[src/rtl/layer3_mac_accum.sv]
// layer3_mac_accum
// Signed multiply-accumulate stage that sits behind the layer-3 controller.
// Each issued term is one pixel/weight pair. The stage sums the products of an
// output group, rescales the sum, clamps it and writes one word to BRAM2.
// Pipeline: D (read-latency delay line) -> P (multiply) -> A (accumulate/write).
// One term is accepted every cycle and no bubble is needed between groups.
//
// Optional build macro: LAYER3_RELU_EN
//   defined   : output clamp range is [0, 2^(DW-1)-1], so ReLU is fused in
//   undefined : output clamp range is [-2^(DW-1), 2^(DW-1)-1]
module layer3_mac_accum #(
    parameter int DW     = 8,
    parameter int ACC_W  = 24,
    parameter int FRAC   = 4,
    parameter int RD_LAT = 1
) (
    input  logic          clk,
    input  logic          rst,
    input  logic          in_valid,
    input  logic          WE_2,
    input  logic [9:0]    BRAM2_addr,
    input  logic [DW-1:0] pixel_in,
    input  logic [DW-1:0] weight_in,
    output logic [DW-1:0] BRAM2_din,
    output logic          BRAM2_we,
    output logic [9:0]    BRAM2_waddr,
    output logic [9:0]    write_count,
    output logic          busy
);

    // The accumulator gets one guard bit so that an overflow can be seen
    // before it is saturated back into ACC_W bits.
    localparam int SW = ACC_W + 1;
    localparam int PW = 2 * DW;

    localparam logic signed [ACC_W-1:0] ACC_MAX = {1'b0, {(ACC_W-1){1'b1}}};
    localparam logic signed [ACC_W-1:0] ACC_MIN = {1'b1, {(ACC_W-1){1'b0}}};

    // Output clamp bounds, expressed at accumulator width for comparison.
    localparam logic signed [ACC_W-1:0] OUT_MAX =
        {{(ACC_W-DW+1){1'b0}}, {(DW-1){1'b1}}};
`ifdef LAYER3_RELU_EN
    localparam logic signed [ACC_W-1:0] OUT_MIN = '0;
`else
    localparam logic signed [ACC_W-1:0] OUT_MIN =
        {{(ACC_W-DW+1){1'b1}}, {(DW-1){1'b0}}};
`endif

    // Stage D: control bits travel through RD_LAT registers.
    logic [RD_LAT-1:0] d_valid;
    logic [RD_LAT-1:0] d_last;
    logic [9:0]        d_addr [RD_LAT];

    logic              dv;
    logic              dl;
    logic [9:0]        da;

    // Stage P: registered product and the flags carried alongside it.
    logic              p_valid;
    logic              p_last;
    logic [9:0]        p_addr;
    logic signed [PW-1:0] prod;

    // Stage A: running sum and the flag that says a new group begins next.
    logic signed [ACC_W-1:0] acc;
    logic                    first_flag;

    // Combinational accumulate, saturate, rescale and clamp.
    logic signed [SW-1:0]    base_ext;
    logic signed [SW-1:0]    prod_ext;
    logic signed [SW-1:0]    sum_wide;
    logic signed [ACC_W-1:0] sum_sat;
    logic signed [ACC_W-1:0] shifted;
    logic [DW-1:0]           clamped;

    // Delay line, so the control bits line up with the memory read data.
    always_ff @(posedge clk or negedge rst) begin
        if (!rst) begin
            d_valid <= '0;
            d_last  <= '0;
            for (int i = 0; i < RD_LAT; i++) begin
                d_addr[i] <= '0;
            end
        end else begin
            d_valid[0] <= in_valid;
            d_last[0]  <= WE_2;
            d_addr[0]  <= BRAM2_addr;
            for (int i = 1; i < RD_LAT; i++) begin
                d_valid[i] <= d_valid[i-1];
                d_last[i]  <= d_last[i-1];
                d_addr[i]  <= d_addr[i-1];
            end
        end
    end

    assign dv = d_valid[RD_LAT-1];
    assign dl = d_last[RD_LAT-1];
    assign da = d_addr[RD_LAT-1];

    // Multiply stage. An empty slot leaves the product and flags untouched.
    always_ff @(posedge clk or negedge rst) begin
        if (!rst) begin
            p_valid <= 1'b0;
            p_last  <= 1'b0;
            p_addr  <= '0;
            prod    <= '0;
        end else begin
            p_valid <= dv;
            if (dv) begin
                p_last <= dl;
                p_addr <= da;
                prod   <= $signed(pixel_in) * $signed(weight_in);
            end
        end
    end

    // Add the product to the running sum, or to zero on the first term of
    // a group, then saturate to the accumulator range instead of wrapping.
    always_comb begin
        base_ext = '0;
        if (!first_flag) begin
            base_ext = {acc[ACC_W-1], acc};
        end
        prod_ext = {{(SW-PW){prod[PW-1]}}, prod};
        sum_wide = base_ext + prod_ext;
        sum_sat  = sum_wide[ACC_W-1:0];
        if (sum_wide[SW-1] != sum_wide[SW-2]) begin
            sum_sat = sum_wide[SW-1] ? ACC_MIN : ACC_MAX;
        end
    end

    // Rescale the saturated sum and clamp it into the output word range.
    always_comb begin
        shifted = sum_sat >>> FRAC;
        clamped = shifted[DW-1:0];
        if (shifted > OUT_MAX) begin
            clamped = OUT_MAX[DW-1:0];
        end else if (shifted < OUT_MIN) begin
            clamped = OUT_MIN[DW-1:0];
        end
    end

    // Accumulator update and the BRAM2 write that closes a group.
    always_ff @(posedge clk or negedge rst) begin
        if (!rst) begin
            acc         <= '0;
            first_flag  <= 1'b1;
            BRAM2_we    <= 1'b0;
            BRAM2_din   <= '0;
            BRAM2_waddr <= '0;
            write_count <= '0;
        end else begin
            BRAM2_we <= 1'b0;
            if (p_valid) begin
                acc        <= sum_sat;
                first_flag <= p_last;
                if (p_last) begin
                    BRAM2_we    <= 1'b1;
                    BRAM2_waddr <= p_addr;
                    BRAM2_din   <= clamped;
                    write_count <= write_count + 10'd1;
                end
            end
        end
    end

    assign busy = (|d_valid) | p_valid;

endmodule

[config.mk]
export PLATFORM = sky130hd
export DESIGN_NAME = layer3_mac_accum
export DESIGN_NICKNAME = d
export VERILOG_FILES = /design/src/rtl/layer3_mac_accum.sv
export SDC_FILE = /design/constraint.sdc
export NUM_CORES = 1
export LEC_CHECK = 0
export CAP_MARGIN = 0
export CORE_MARGIN = 5
export CORE_UTILIZATION = 25
export DETAILED_ROUTE_END_ITERATION = 7
export GPL_TIMING_DRIVEN = 0
export SYNTH_ARGS = -nofsm -noshare
export SYNTH_HDL_FRONTEND = slang
export SYNTH_SLANG_ARGS = --single-unit
[constraint.sdc]
create_clock -name clk -period 4.35 [get_ports clk]
set_clock_uncertainty 0.2 [all_clocks]
set_input_delay 0.87 -clock clk [delete_from_list [all_inputs] [get_ports clk]]
set_output_delay 0.87 -clock clk [all_outputs]
set_load 0.005 [all_outputs]
# --- Word-level counts from Yosys, hierarchy flattened ---
# Cells that the tools add are included.
op_classes:
  n_addsub: 2
  mul: 1
  magnitude_cmp: 2
  eq_ne: 1
  muxes: 7
  bitwise: 1
  reduce_logical: 1
op_table:
  columns: ["op", "count"]
  rows:
  - ["$mux 24", 2]
  - ["$add 25x16->25", 1]
  - ["$mux 25", 1]
  - ["$gt 20x8->1 const B", 1]
  - ["$lt 20x8->1 const B", 1]
  - ["$mul 8x8->16", 1]
  - ["$mux 8", 2]
  - ["$add 10x1->10 const B", 1]
  - ["$mux 1", 2]
  - ["$reduce_and 2->1", 1]
  - ["$ne 1x1->1", 1]
  - ["$or 1x1->1", 1]
totals:
  register_bits: 94
  input_bits: 30
  output_inout_bits: 30
  elab_cells: 28

# --- Logic depth before layout (Yosys ltp) ---
# Gate-level depths: netlist of the first run.
depth:
  word_depth: 7
  depth_mapped: 19
  depth_no_buf: 19

# --- Worst setup path before layout of the first run ---
# Ideal clock, no wire load.
synth_path:
  path_kind: "input-to-reg"
  startpoint: "input pixel_in[0]"
  endpoint: "register prod[12]"
  setup_ps: 125
  t_arrival_ps: 4654
  required_time_ps: 4025
  path_slack_ps: -628
  path_stages: 15
  n_path_buf: 0
  cell_sequence: "nand2b_1 fa_1 fa_1 inv_1 fa_1 fa_1 ha_1 o21ai_0 a21boi_0 o21ai_0 a21oi_1 o21ai_0 a21boi_0 nor2_1 mux2_2"
synth_between:
  elab_chain_len: 1
synth_lines:
  columns: ["item", "line", "source"]
  rows:
  - ["from (decl)", "22", "input logic [DW-1:0] pixel_in,"]
  - ["$mul 8x8->16", "112", "prod <= $signed(pixel_in) * $signed(weight_in);"]
  - ["to (signal assigned)", "112", null]
  - ["to (decl)", "62", "logic signed [PW-1:0] prod;"]
# No other way between the ends.
# A chain may end at the register's enable or synchronous reset.

# --- Worst setup path in the final report of the first run ---
layout_path:
  startpoint: "input pixel_in[7]"
  endpoint: "register prod[15]"
# The elaborated chain is that of the path after synthesis.

==> metrics.md, run 1 <==
| Metric | Value |
|---|---|
| Post-DRT Antenna Nets | 0 |
| Die width | 190 um |
| Die Span Y | roughly 190 um |
| Hold Path Class | flop to flop |
| Critical Path Stages | 16 |
| Final worst-path cycle share | 1.08 |
| Largest net degree at the start of global routing | 52 |
| Crit path DAT | 4.71 ns |
| DRT Wirelength | 19.2 mm |
| RSZ-0062 raised after global routing | true |
| Worst skew pair latency | 0.35 ns |
| CP max-delay cell | fa_2 |
| First-pass GRT wire length | 32.5 mm |
| Final setup viols | 6 |
| Worst path max stage delay | 0.58 ns |
| Gr usage total | 0.108 |
| Failing checks | setup timing |
| Total core area | 31700 sq um |
| WL per Instance | 14.5 um |
| Nature of the critical path startpoint | input pin |
| Detailed placement HPWL | 15.0 mm |
| Mapped Cells | 827 |
| Worst path required time | between 4 and 5 ns |
| Mapped cell area | 8060 sq um |
| Row Count | 65 |
| Ys async rst share | 1.00 |
| Layout cell share with drive strength beyond 1 | 0.225 |
| EDFF count, synth | 0 |
| Status | finished, violations left |
| H-Tree Level Count | 3 |
| Hold depth | 0 |
| Initial antenna violation count | 0 |
| Root buffer cell | clkbuf_16 |
| Number of I/O port buffers | 59 |
| Synth Register Bits | 94 |
| Max-cap check violation count | 0 |
| PnR worst setup slack | -0.339 ns |
| Syn nets | 967 |
| Cell family with most CP delay | adder cells |
| Critical path buffers and inverters | 3 |
| Total Power | 0.00824 W |
| CTS tree | yes |
| Maximum vdd drop | 0.377 mV |
| TritonCTS Buffers | 9 |
| Setup crit end kind | flop |
| Drt first pass iters | 4 |
| Via Count | 6198 |
| Crit path time final | 4.69 ns |
| Synth warn | 0 |
| Clock sinks | 94 |
| Cells along the critical path | buf_8 -> and2_4 -> fa_2 -> inv_2 -> fa_1 -> inv_1 -> fa_1 -> fa_2 -> ha_4 -> a21o_1 -> a21o_1 -> a21oi_2 -> o21ai_2 -> o41ai_2 -> xnor2_1 -> a21oi_1 |
| Avg Inst Size Synth | between 9 and 10 sq um |
| Main synth FF type | dfrtp_1 |
| Starting Density | 0.254 |
| Post-synth cell types | 78 |
| Ant diodes | 0 |
| Ports | 60 |
| Max Fclk | 213 MHz |
| Critical path type | input pin to flop |
| Layout area overhead | 24.4% |
| Slew @ Worst Pin | 0.633 ns |
| Final Hold Fails | 0 |
| Sequential cell area fraction in the yosys report | 0.292 |
| Drt via density | approximately 4.7 |
| CP max FO | 8 |
| Initial DRC Count | 291 |
| CTS max path bufs | 2 |
| Die area | 35900 sq um |
| Number of global-route vias before repair | around 6400 |
| Setup slack at placement | -1.28 ns |
| CTS clk-pin slew, worst paths | 0.07 ns |
| Max-slew violation count | 0 |
| Final GP Congestion | 0.816 |
| Static leakage | 4.40 nW |
| Nets | between 1000 and 1500 |
| Fin Setup TNS | -1.36 ns |
| Drt drc | 0 |
| Slew margin rel. | 0.578 |
| R2R depth | 15 |
| Power Dens Cells | 822 nW/um^2 |
| GRT Residual Overflow | 0 |
[cell type report]
class | instances | area (sq um)
multi-input cells | 616 | 5530
plain buffers | 26 | 125
well taps | 402 | 503
clock inverters | 7 | 113
flip-flops and latches | 94 | 2350
repair buffers | 81 | 830
inverters | 91 | 344
fillers | 3247 | 21700
clock buffers | 9 | 225
[metal layers]
layer | global-route usage | part of all wire | vias up
met5 | 0 | 0 | -
met4 | 0.0225 | 0.010 | 0
met3 | 0.0159 | 0.024 | 18
met2 | 0.193 | 0.51 | 73
met1 | 0.141 | 0.46 | 3102
li1 | - | - | 3005
[final timing paths]
path | from | end | slack [ns]
setup / recovery | pixel_in[7] | prod[15]$_DFFE_PN0P_ | -0.34
hold / removal | d_valid$_DFF_PN0_ | p_valid$_DFF_PN0_ | 0.19
min in group asynchronous | rst | d_addr[2]$_DFF_PN0_ | 0.31
hold reg to reg | d_valid$_DFF_PN0_ | p_valid$_DFF_PN0_ | 0.19
max in group asynchronous | rst | first_flag$_DFFE_PN1P_ | 2.94
setup reg to reg | first_flag$_DFFE_PN1P_ | acc[8]$_DFFE_PN0P_ | 0.34
[where the power goes]
part	internal (W)	switching (W)
clock	0.000520	0.000374
combinational	0.00278	0.00320
sequential	0.00118	0.000194
total	0.00448	0.00377
[flip-flops by register name, indices dropped and copies added, names as in the netlist]
name / count
BRAM2_din: 8
d_last: 1
first_flag: 1
prod: 16
acc: 24
d_valid: 1
p_addr: 10
d_addr: 10
write_count: 10
BRAM2_we: 1
p_valid: 1
p_last: 1
BRAM2_waddr: 10
[worst reg2reg max path, stage by stage, from the launching register on]
cell,delay (ns)
dfstp_2,0.58
clkbuf_2,0.28
inv_1,0.09
nand2_1,0.13
inv_1,0.06
ha_1,0.29
a211oi_1,0.35
o211ai_1,0.22
a21boi_2,0.17
buf_4,0.16
a2111o_1,0.14
o211ai_1,0.17
buf_4,0.20
buf_2,0.19
maj3_1,0.40
mux2_2,0.28
[metrics by stage]
stage	std cells	utilization	instance area, sq um	hold WS (ns)
finish	1326	0.316	10000	0.185
global route	1326	0.316	10000	0.208
CTS	1313	0.308	9760	0.185
detailed placement	1289	0.292	9260	0.168
global placement	1288	0.291	9240	0.163
floorplan	827	-	8140	0.152
[placed cells by master, fill, tap and decap left out, types with 11 or more instances in the layout]
master | netlist | layout
a21o_1 | 21 | 21
a21oi_1 | 26 | 24
and2_1 | 45 | 30
and2_4 | 0 | 15
buf_4 | 0 | 23
clkbuf_1 | 13 | 11
clkdlybuf4s50_1 | 0 | 42
dfrtp_1 | 93 | 93
fa_1 | 56 | 50
ha_1 | 54 | 43
inv_1 | 90 | 76
inv_2 | 0 | 13
maj3_1 | 12 | 12
mux2_2 | 41 | 37
nand2_1 | 87 | 84
nand3_1 | 12 | 12
nor2_1 | 41 | 39
nor2b_1 | 22 | 21
o21ai_0 | 20 | 15
xnor2_1 | 24 | 23
[cell usage after synthesis (5+ instances only)]
cell type,count,area [sq um]
mux2_2,41,462
fa_1,56,1120
and2_1,45,282
a31oi_1,5,31.3
o21ai_0,20,100
a21oi_1,26,130
a22oi_1,6,45.0
o211ai_1,9,67.6
maj3_2,6,67.6
xnor2_1,24,210
nand2_1,87,327
nand2b_1,10,62.6
dfrtp_1,93,2330
nor2b_1,22,138
inv_1,90,338
nand3_1,12,60.1
maj3_1,12,120
a21o_1,21,158
and3_1,6,37.5
a211oi_2,6,75.1
nor2_1,41,154
nor3_1,6,30.0
xor2_1,9,78.8
a211oi_1,11,82.6
buf_2,7,35.0
ha_1,54,676
clkbuf_1,13,48.8
nand4_1,6,37.5
[logic make-up (layout without fill, tap and decap cells)]
family,count (synthesis),in the layout,share of synthesized area
adders and majority gates,128,128,0.246
and+or+nand+nor,262,262,0.167
buffers and inverters,117,214,0.0576
AOI/OAI and AO/OA,149,149,0.138
DFF,94,94,0.292
muxes,44,44,0.0626
xor gates and xnor gates,33,33,0.0359
[what timing repair did]
action                     in CTS  in global routing
cloned                          0                  0
resized for setup             127                 51
setup endpoints to repair      10                 13
pin swaps                      31                 37
hold buffers                    0                  0
buffers inserted                8                 13
No activity file was read; power rests on OpenSTA's default activity.
==> run 2: changes to the inputs <==
- ABC_CLOCK_PERIOD_IN_PS: not set -> 4200
- clock period: 4.35 -> 4.2 ns (I/O delays scaled with it)
==> run 2 against run 1 <==
The flow still finishes with violations (setup timing). Combinational power up 3.7%. Sequential power up 4%. Utilization about the same. Critical path type unchanged. Largest power group unchanged.
==> metrics.md, run 2 (synthesis gave the netlist of run 1 again) <==
| Metric | Value |
|---|---|
| Max reg flops | 24 |
| Die width | 190 um |
| Net Sw Power | 0.00387 W |
| Status | finished, violations left |
| Detailed placement HPWL | 15.1 mm |
| Final hold slack | 0.173 ns |
| Die area | 35900 sq um |
| R2R depth | 13 |
| CP max FO | 5 |
| TritonCTS Buffers | 9 |
| Initial DRC Count | 241 |
| Crit path time final | 4.63 ns |
| Setup slack at placement | -1.41 ns |
| Hold depth | 0 |
| Final setup viols | 7 |
| Starting Density | 0.254 |
| Row Count | 65 |
| Final Hold Fails | 0 |
| Power Dens Cells | 840 nW/um^2 |
| Largest net degree at the start of global routing | 54 |
| Total core area | 31700 sq um |
| Slew margin rel. | 0.580 |
| Crit path DAT | 4.71 ns |
| Maximum vdd drop | 0.406 mV |
| Layout cell share with drive strength beyond 1 | 0.218 |
| Logic pwr share | 0.736 |
| WL per Instance | 14.4 um |
| Initial antenna violation count | 0 |
| Clock sinks | 94 |
| Drt first pass iters | 4 |
| Cells along the critical path | buf_12 -> and2_4 -> fa_1 -> inv_2 -> fa_1 -> fa_1 -> inv_2 -> fa_2 -> ha_4 -> a21boi_4 -> o21ai_2 -> a21oi_2 -> o21ai_2 -> a21boi_2 -> buf_4 -> or3_1 -> nand4_1 |
| Nature of the critical path startpoint | input pin |
| Ant diodes | 0 |
| Root buffer cell | clkbuf_16 |
| Number of I/O port buffers | 59 |
| Fillers | 3273 |
| Clk network pwr share | 0.095 |
| CTS clk-pin slew, worst paths | around 0.07 ns |
| Post-DRT Antenna Nets | 0 |
| Via Count | between 6000 and 7000 |
| Hold Path Class | flop to flop |
| Reg2Reg Setup Slack | 0.20 ns |
| Critical path type | input pin to flop |
| Max Fclk | between 200 and 250 MHz |
| Internal power | around 0.0045 W |
| Worst r2r src | first_flag$_DFFE_PN1P_ |
| Max-slew violation count | 0 |
| Final GP Congestion | roughly 0.84 |
| GRT Residual Overflow | 0 |
| PnR worst setup slack | -0.429 ns |
| Static leakage | 4.38 nW |
| Util after Layout | 0.316 |
| Hold buffers post-CTS | 0 |
| Gr usage total | 0.108 |
| Worst path required time | 4.28 ns |
| Max-cap check violation count | 0 |
| Largest Register | acc |
| CTS max path bufs | 2 |
| Critical R2R Capture | BRAM2_din[2]$_DFFE_PN0P_ |
| Sw Share | 0.460 |
| First-pass GRT wire length | 32.2 mm |
| Layout area overhead | 24.4% |
| DRT Wirelength | roughly 19 mm |
| Final worst-path cycle share | 1.10 |
| CP max-delay cell | fa_2 |
| Nets | 1058 |
| Most frequent cells in the layout | 93 x dfrtp_1, 86 x nand2_1, 78 x inv_1, 50 x fa_1 |
| Commonest non-fill, non-tap cell in the layout | dfrtp_1 |
| Largest regs | acc x24, prod x16 |
| H-Tree Level Count | 3 |
| Drt drc | 0 |
| Total Power | 0.00842 W |
| Ports | 60 |
| CTS tree | yes |
| HP Start | d_valid$_DFF_PN0_ |
| Failing checks | setup timing |
| Drt via density | 4.68 |
| Hold Path End | p_valid$_DFF_PN0_ |
| Setup crit end kind | flop |
| RSZ-0062 raised after global routing | true |
| CP dominant cell by count | fa_1 |
| Worst skew pair latency | 0.35 ns |
| Die Span Y | 190 um |
| Power share of the sequential group | 0.169 |
| Slew @ Worst Pin | about 0.63 ns |
| Number of global-route vias before repair | 6349 |
| Worst path max stage delay | 0.60 ns |
run 2: cell count changes in the layout (fill, tap and decap cells not counted), sizes merged:
cell | before | now
clkinv | 1 | 3
buf | 51 | 50
bufinv | 2 | 0
inv | 94 | 91
clkbuf | 23 | 27
clkinvlp | 1 | 0
run 2: power groups by stage:
stage	Combinational [W]	Sequential, W	Clock [W]
after floorplan	0.00439	0.00137	0
after global placement	0.00567	0.00143	0
after detailed placement	0.00576	0.00144	0
after CTS	0.00592	0.00142	0.000825
after global routing	0.00685	0.00145	0.000863
final	0.00620	0.00142	0.000799
run 2: worst max path at each step:
| stage | to | cells after the start | start | slack (ns) |
|---|---|---|---|---|
| global route | prod[15]$_DFFE_PN0P_ | 20 | pixel_in[2] | -0.58 |
| floorplan | prod[15]$_DFFE_PN0P_ | 15 | weight_in[0] | -0.45 |
| detailed placement | prod[15]$_DFFE_PN0P_ | 15 | pixel_in[2] | -1.41 |
| finish | prod[14]$_DFFE_PN0P_ | 17 | weight_in[5] | -0.43 |
| global placement | prod[13]$_DFFE_PN0P_ | 1 | rst | -1.42 |
| CTS | prod[15]$_DFFE_PN0P_ | 15 | pixel_in[0] | -0.44 |
run 2: critical path, delay by kind of cell:
family,cells,cell delay [ns]
AO/OA/AOI/OAI,5,0.62
adder cells (fa/ha/maj),5,2.41
AND/OR/NAND/NOR,3,0.52
buffers and inverters,4,0.32
run 2: area by class of cell:
type	instances	area (sq um)	share of cell area
Buffer	26	128	0.0127
Clock buffer	13	270	0.0270
Clock inverter	3	26.3	0.00262
Inverter	91	347	0.0346
Multi-Input combinational cell	616	5550	0.554
Sequential cell	94	2350	0.235
Tap cell	402	503	0.0502
Timing Repair Buffer	80	846	0.0844
run 2: timing repair:
item / 4_1_cts / 5_1_grt
endpoints found under the setup margin: 23 / 37
pin swaps: 25 / 39
buffers inserted: 6 / 14
resized for setup: 120 / 63
run 2: per-stage QoR:
step	setup TNS (ns)	instances	area, sq um
finish	-2.06	1325	10000
floorplan	-2.16	827	8150
detailed placement	-11.17	1289	9260
global placement	-142.73	1288	9240
CTS	-2.18	1311	9670
global route	-3.21	1325	10000
run 2: metal layers:
layer | vias to the layer above | GRT usage | share of wire
met5 | - | 0 | 0
met4 | 0 | 0.0278 | 0.013
met3 | 26 | 0.0147 | 0.026
met2 | 84 | 0.188 | 0.51
met1 | 3091 | 0.141 | 0.45
li1 | 3001 | - | -
==> run 3: changes to the inputs <==
- ABC_AREA: not set -> 1
==> run 3 against run 2 <==
The flow still finishes with violations (setup timing). Combinational power shrank 14%. Total power down 11%. Critical endpoint is now prod[15]$_DFFE_PN0P_. Utilization shrank 0.75 points. Final cell count grew 15%. First-iteration DRC count up 43%. Via count rose by 5.3%. Hold slack improved by 0.064 ns. Critical path depth is 6 higher. Sequential share of layout area grew 0.76 points. Setup slack lost 0.068 ns.
==> metrics.md, run 3 <==
| Metric | Value |
|---|---|
| Status | finished, violations left |
| Failing checks | setup timing |
| Final hold slack | 0.237 ns |
| Nets | 1260 |
| Post-synth top area share | 0.292 |
| WL per Instance | approximately 12 um |
| Maximum vdd drop | roughly 0.36 mV |
| Synth Register Bits | 94 |
| Number of I/O port buffers | 44 |
| Worst skew pair latency | roughly 0.34 ns |
| Largest Register | acc |
| Setup slack at placement | -1.57 ns |
| CTS clk-pin slew, worst paths | 0.07 ns |
| Top cell type by total area after synthesis | dfrtp_1 |
| DRT Wirelength | 18.9 mm |
| Root buffer cell | clkbuf_16 |
| H-Tree Level Count | 3 |
| Max-cap check violation count | 0 |
| Commonest non-fill, non-tap cell in the layout | nand2_1 |
| Mux contribution to synthesized area | 0 |
| Post-synth cell types | 38 |
| Synth warn | 0 |
| Drt first pass iters | 6 |
| Util after Layout | 0.308 |
| Met3 usage | 0.0143 |
| Ports | 60 |
| CP max FO | 6 |
| Drt drc | 0 |
| Main combinational cell family by area after synthesis | simple AND/OR/NAND/NOR gates |
| Crit path DAT | about 4.7 ns |
| Post-route cell area | roughly 9700 sq um |
| Busiest layer in global routing | met2 |
| Final worst-path cycle share | 1.12 |
| Most common library cells after synthesis | 312 x nand2_1, 222 x inv_1, 93 x dfrtp_1 |
| PnR worst setup slack | -0.497 ns |
| Met1 usage | 0.151 |
| Max Fclk | ~210 MHz |
| Most frequent cell after synthesis | nand2_1 |
| TritonCTS Buffers | 9 |
| Final Hold Fails | 0 |
| Final GP Congestion | 0.893 |
| M2 GR Usage | 0.182 |
| Die area | 35500 sq um |
| Initial DRC Count | about 340 |
| Worst path required time | 4.23 ns |
| Final setup viols | 7 |
| Detailed placement HPWL | roughly 15 mm |
| Crit path time final | 4.70 ns |
| Critical path type | input pin to flop |
| Synth area leaders | dfrtp_1 29%, nand2_1 15%, fa_1 14% |
| GRT Residual Overflow | 0 |
| Largest net degree at the start of global routing | 65 |
| Syn nets | 1191 |
| CTS tree | yes |
| Row Count | between 60 and 70 |
| Gr usage total | 0.108 |
| Post-DRT Antenna Nets | 0 |
| Synth Area in Compound Gates | 0.0780 |
| Slew margin rel. | 0.638 |
| Post-synthesis simple-gate area fraction | 0.243 |
| EDFF count, synth | 0 |
| First-pass GRT wire length | roughly 33 mm |
| Number of global-route vias before repair | 6633 |
| Max-slew violation count | 0 |
| Sequential cell area fraction in the yosys report | 0.296 |
| Layout cell share with drive strength beyond 1 | 0.115 |
| Via Count | 6531 |
| Drt via density | 4.28 |
| Layout area overhead | 22.0% |
| Slew @ Worst Pin | 0.542 ns |
| Static leakage | 5.17 nW |
| Starting Density | 0.253 |
| Most frequent cells in the layout | 309 x nand2_1, 213 x inv_1, 93 x dfrtp_1, 55 x nor2_1, 55 x fa_1 |
| Ys async rst share | 1.00 |
| RSZ-0062 raised after global routing | true |
| Setup crit end kind | flop |
| Max reg flops | 24 |
| Die width | roughly 190 um |
| Post-Synth XOR/XNOR Area | 0.0341 |
| Initial antenna violation count | 0 |
| Clock sinks | 94 |
| Largest regs | acc x24, prod x16 |
| Mapped Cells | ~1100 |
| Avg Inst Size Synth | 7.57 sq um |
| DP Area | 9120 sq um |
| Nature of the critical path startpoint | input pin |
| Total core area | 31500 sq um |
| Hold Path Class | input pin to async pin |
| Main synth FF type | dfrtp_1 |
| Power Dens Cells | 774 nW/um^2 |
| Synth Area in Adders | 0.226 |
| CTS max path bufs | 2 |
| Die Span Y | 188 um |
| Mapped cell area | between 7000 and 8000 sq um |
| Ant diodes | 0 |
==> run 3: path summary, 6_finish.rpt <==
check | start | endpoint | cells past startpoint | slack, ns
min | rst | write_count[9]$_DFFE_PN0P_ | 1 | 0.24
min in group clk | d_last$_DFF_PN0_ | p_last$_DFFE_PN0P_ | 2 | 0.25
max in group asynchronous | rst | first_flag$_DFFE_PN1P_ | 2 | 2.87
min reg2reg | d_last$_DFF_PN0_ | p_last$_DFFE_PN0P_ | 2 | 0.25
max | weight_in[7] | prod[15]$_DFFE_PN0P_ | 23 | -0.50
max reg2reg | first_flag$_DFFE_PN1P_ | acc[2]$_DFFE_PN0P_ | 17 | 0.41
==> run 3: cell type report <==
type	instances	area (sq um)
sequential	94	2350
timing repair buffer	58	577
multi-input combinational	699	4840
clock inverter	7	83.8
tap	402	503
fill	3299	21800
buffer	33	277
clock buffer	9	225
inverter	225	855
==> run 3: stage by stage <==
step | std cells | power, W | TNS (ns)
after detailed placement | 1498 | 0.00628 | -9.66
after global routing | 1527 | 0.00832 | -3.10
final | 1527 | 0.00751 | -1.63
after global placement | 1497 | 0.00623 | -145.92
after CTS | 1525 | 0.00746 | -1.63
after floorplan | 1051 | 0.00506 | -2.45
==> run 3: cell families after synthesis <==
| logic type | count (synthesis) |
|---|---|
| compound gates | 106 |
| buf+inv | 258 |
| xor+xnor | 31 |
| fa+ha+maj | 110 |
| flops | 94 |
| simple gates | 452 |
==> run 3: what timing repair did <==
action | in CTS | in global routing
endpoints found under the hold margin | 0 | 0
hold buffers | 0 | 0
setup endpoints to repair | 9 | 26
buffers inserted | 11 | 4
gates resized for setup | 41 | 16
pin swaps | 12 | 5
==> run 3: power by group <==
part	total, W	leakage [nW]	switching (W)	internal, W
clock network	0.000831	0.151	0.000403	0.000428
registers	0.00137	1.14	0.000170	0.00120
logic	0.00531	3.88	0.00317	0.00214
==> run 3: critical path: stages <==
cell	delay [ns]
buf_12	0.08
inv_8	0.03
or2_4	0.23
fa_1	0.50
inv_2	0.04
fa_1	0.48
inv_2	0.04
fa_1	0.45
fa_1	0.51
inv_2	0.05
ha_4	0.27
nand2_4	0.05
nor3_4	0.14
nand2_1	0.08
o211ai_1	0.11
a21oi_1	0.10
o21bai_1	0.19
nand2_1	0.09
nand2_1	0.09
a21oi_2	0.06
a21oi_1	0.09
nand3b_1	0.12
nand2_1	0.06
==> run 3: per-layer routing <==
metal / vias to the layer above / part of all wire
met2: 110 / 0.48
met1: 3088 / 0.48
met5: - / 0
li1: 3313 / -
met4: 0 / 0.012
met3: 20 / 0.030
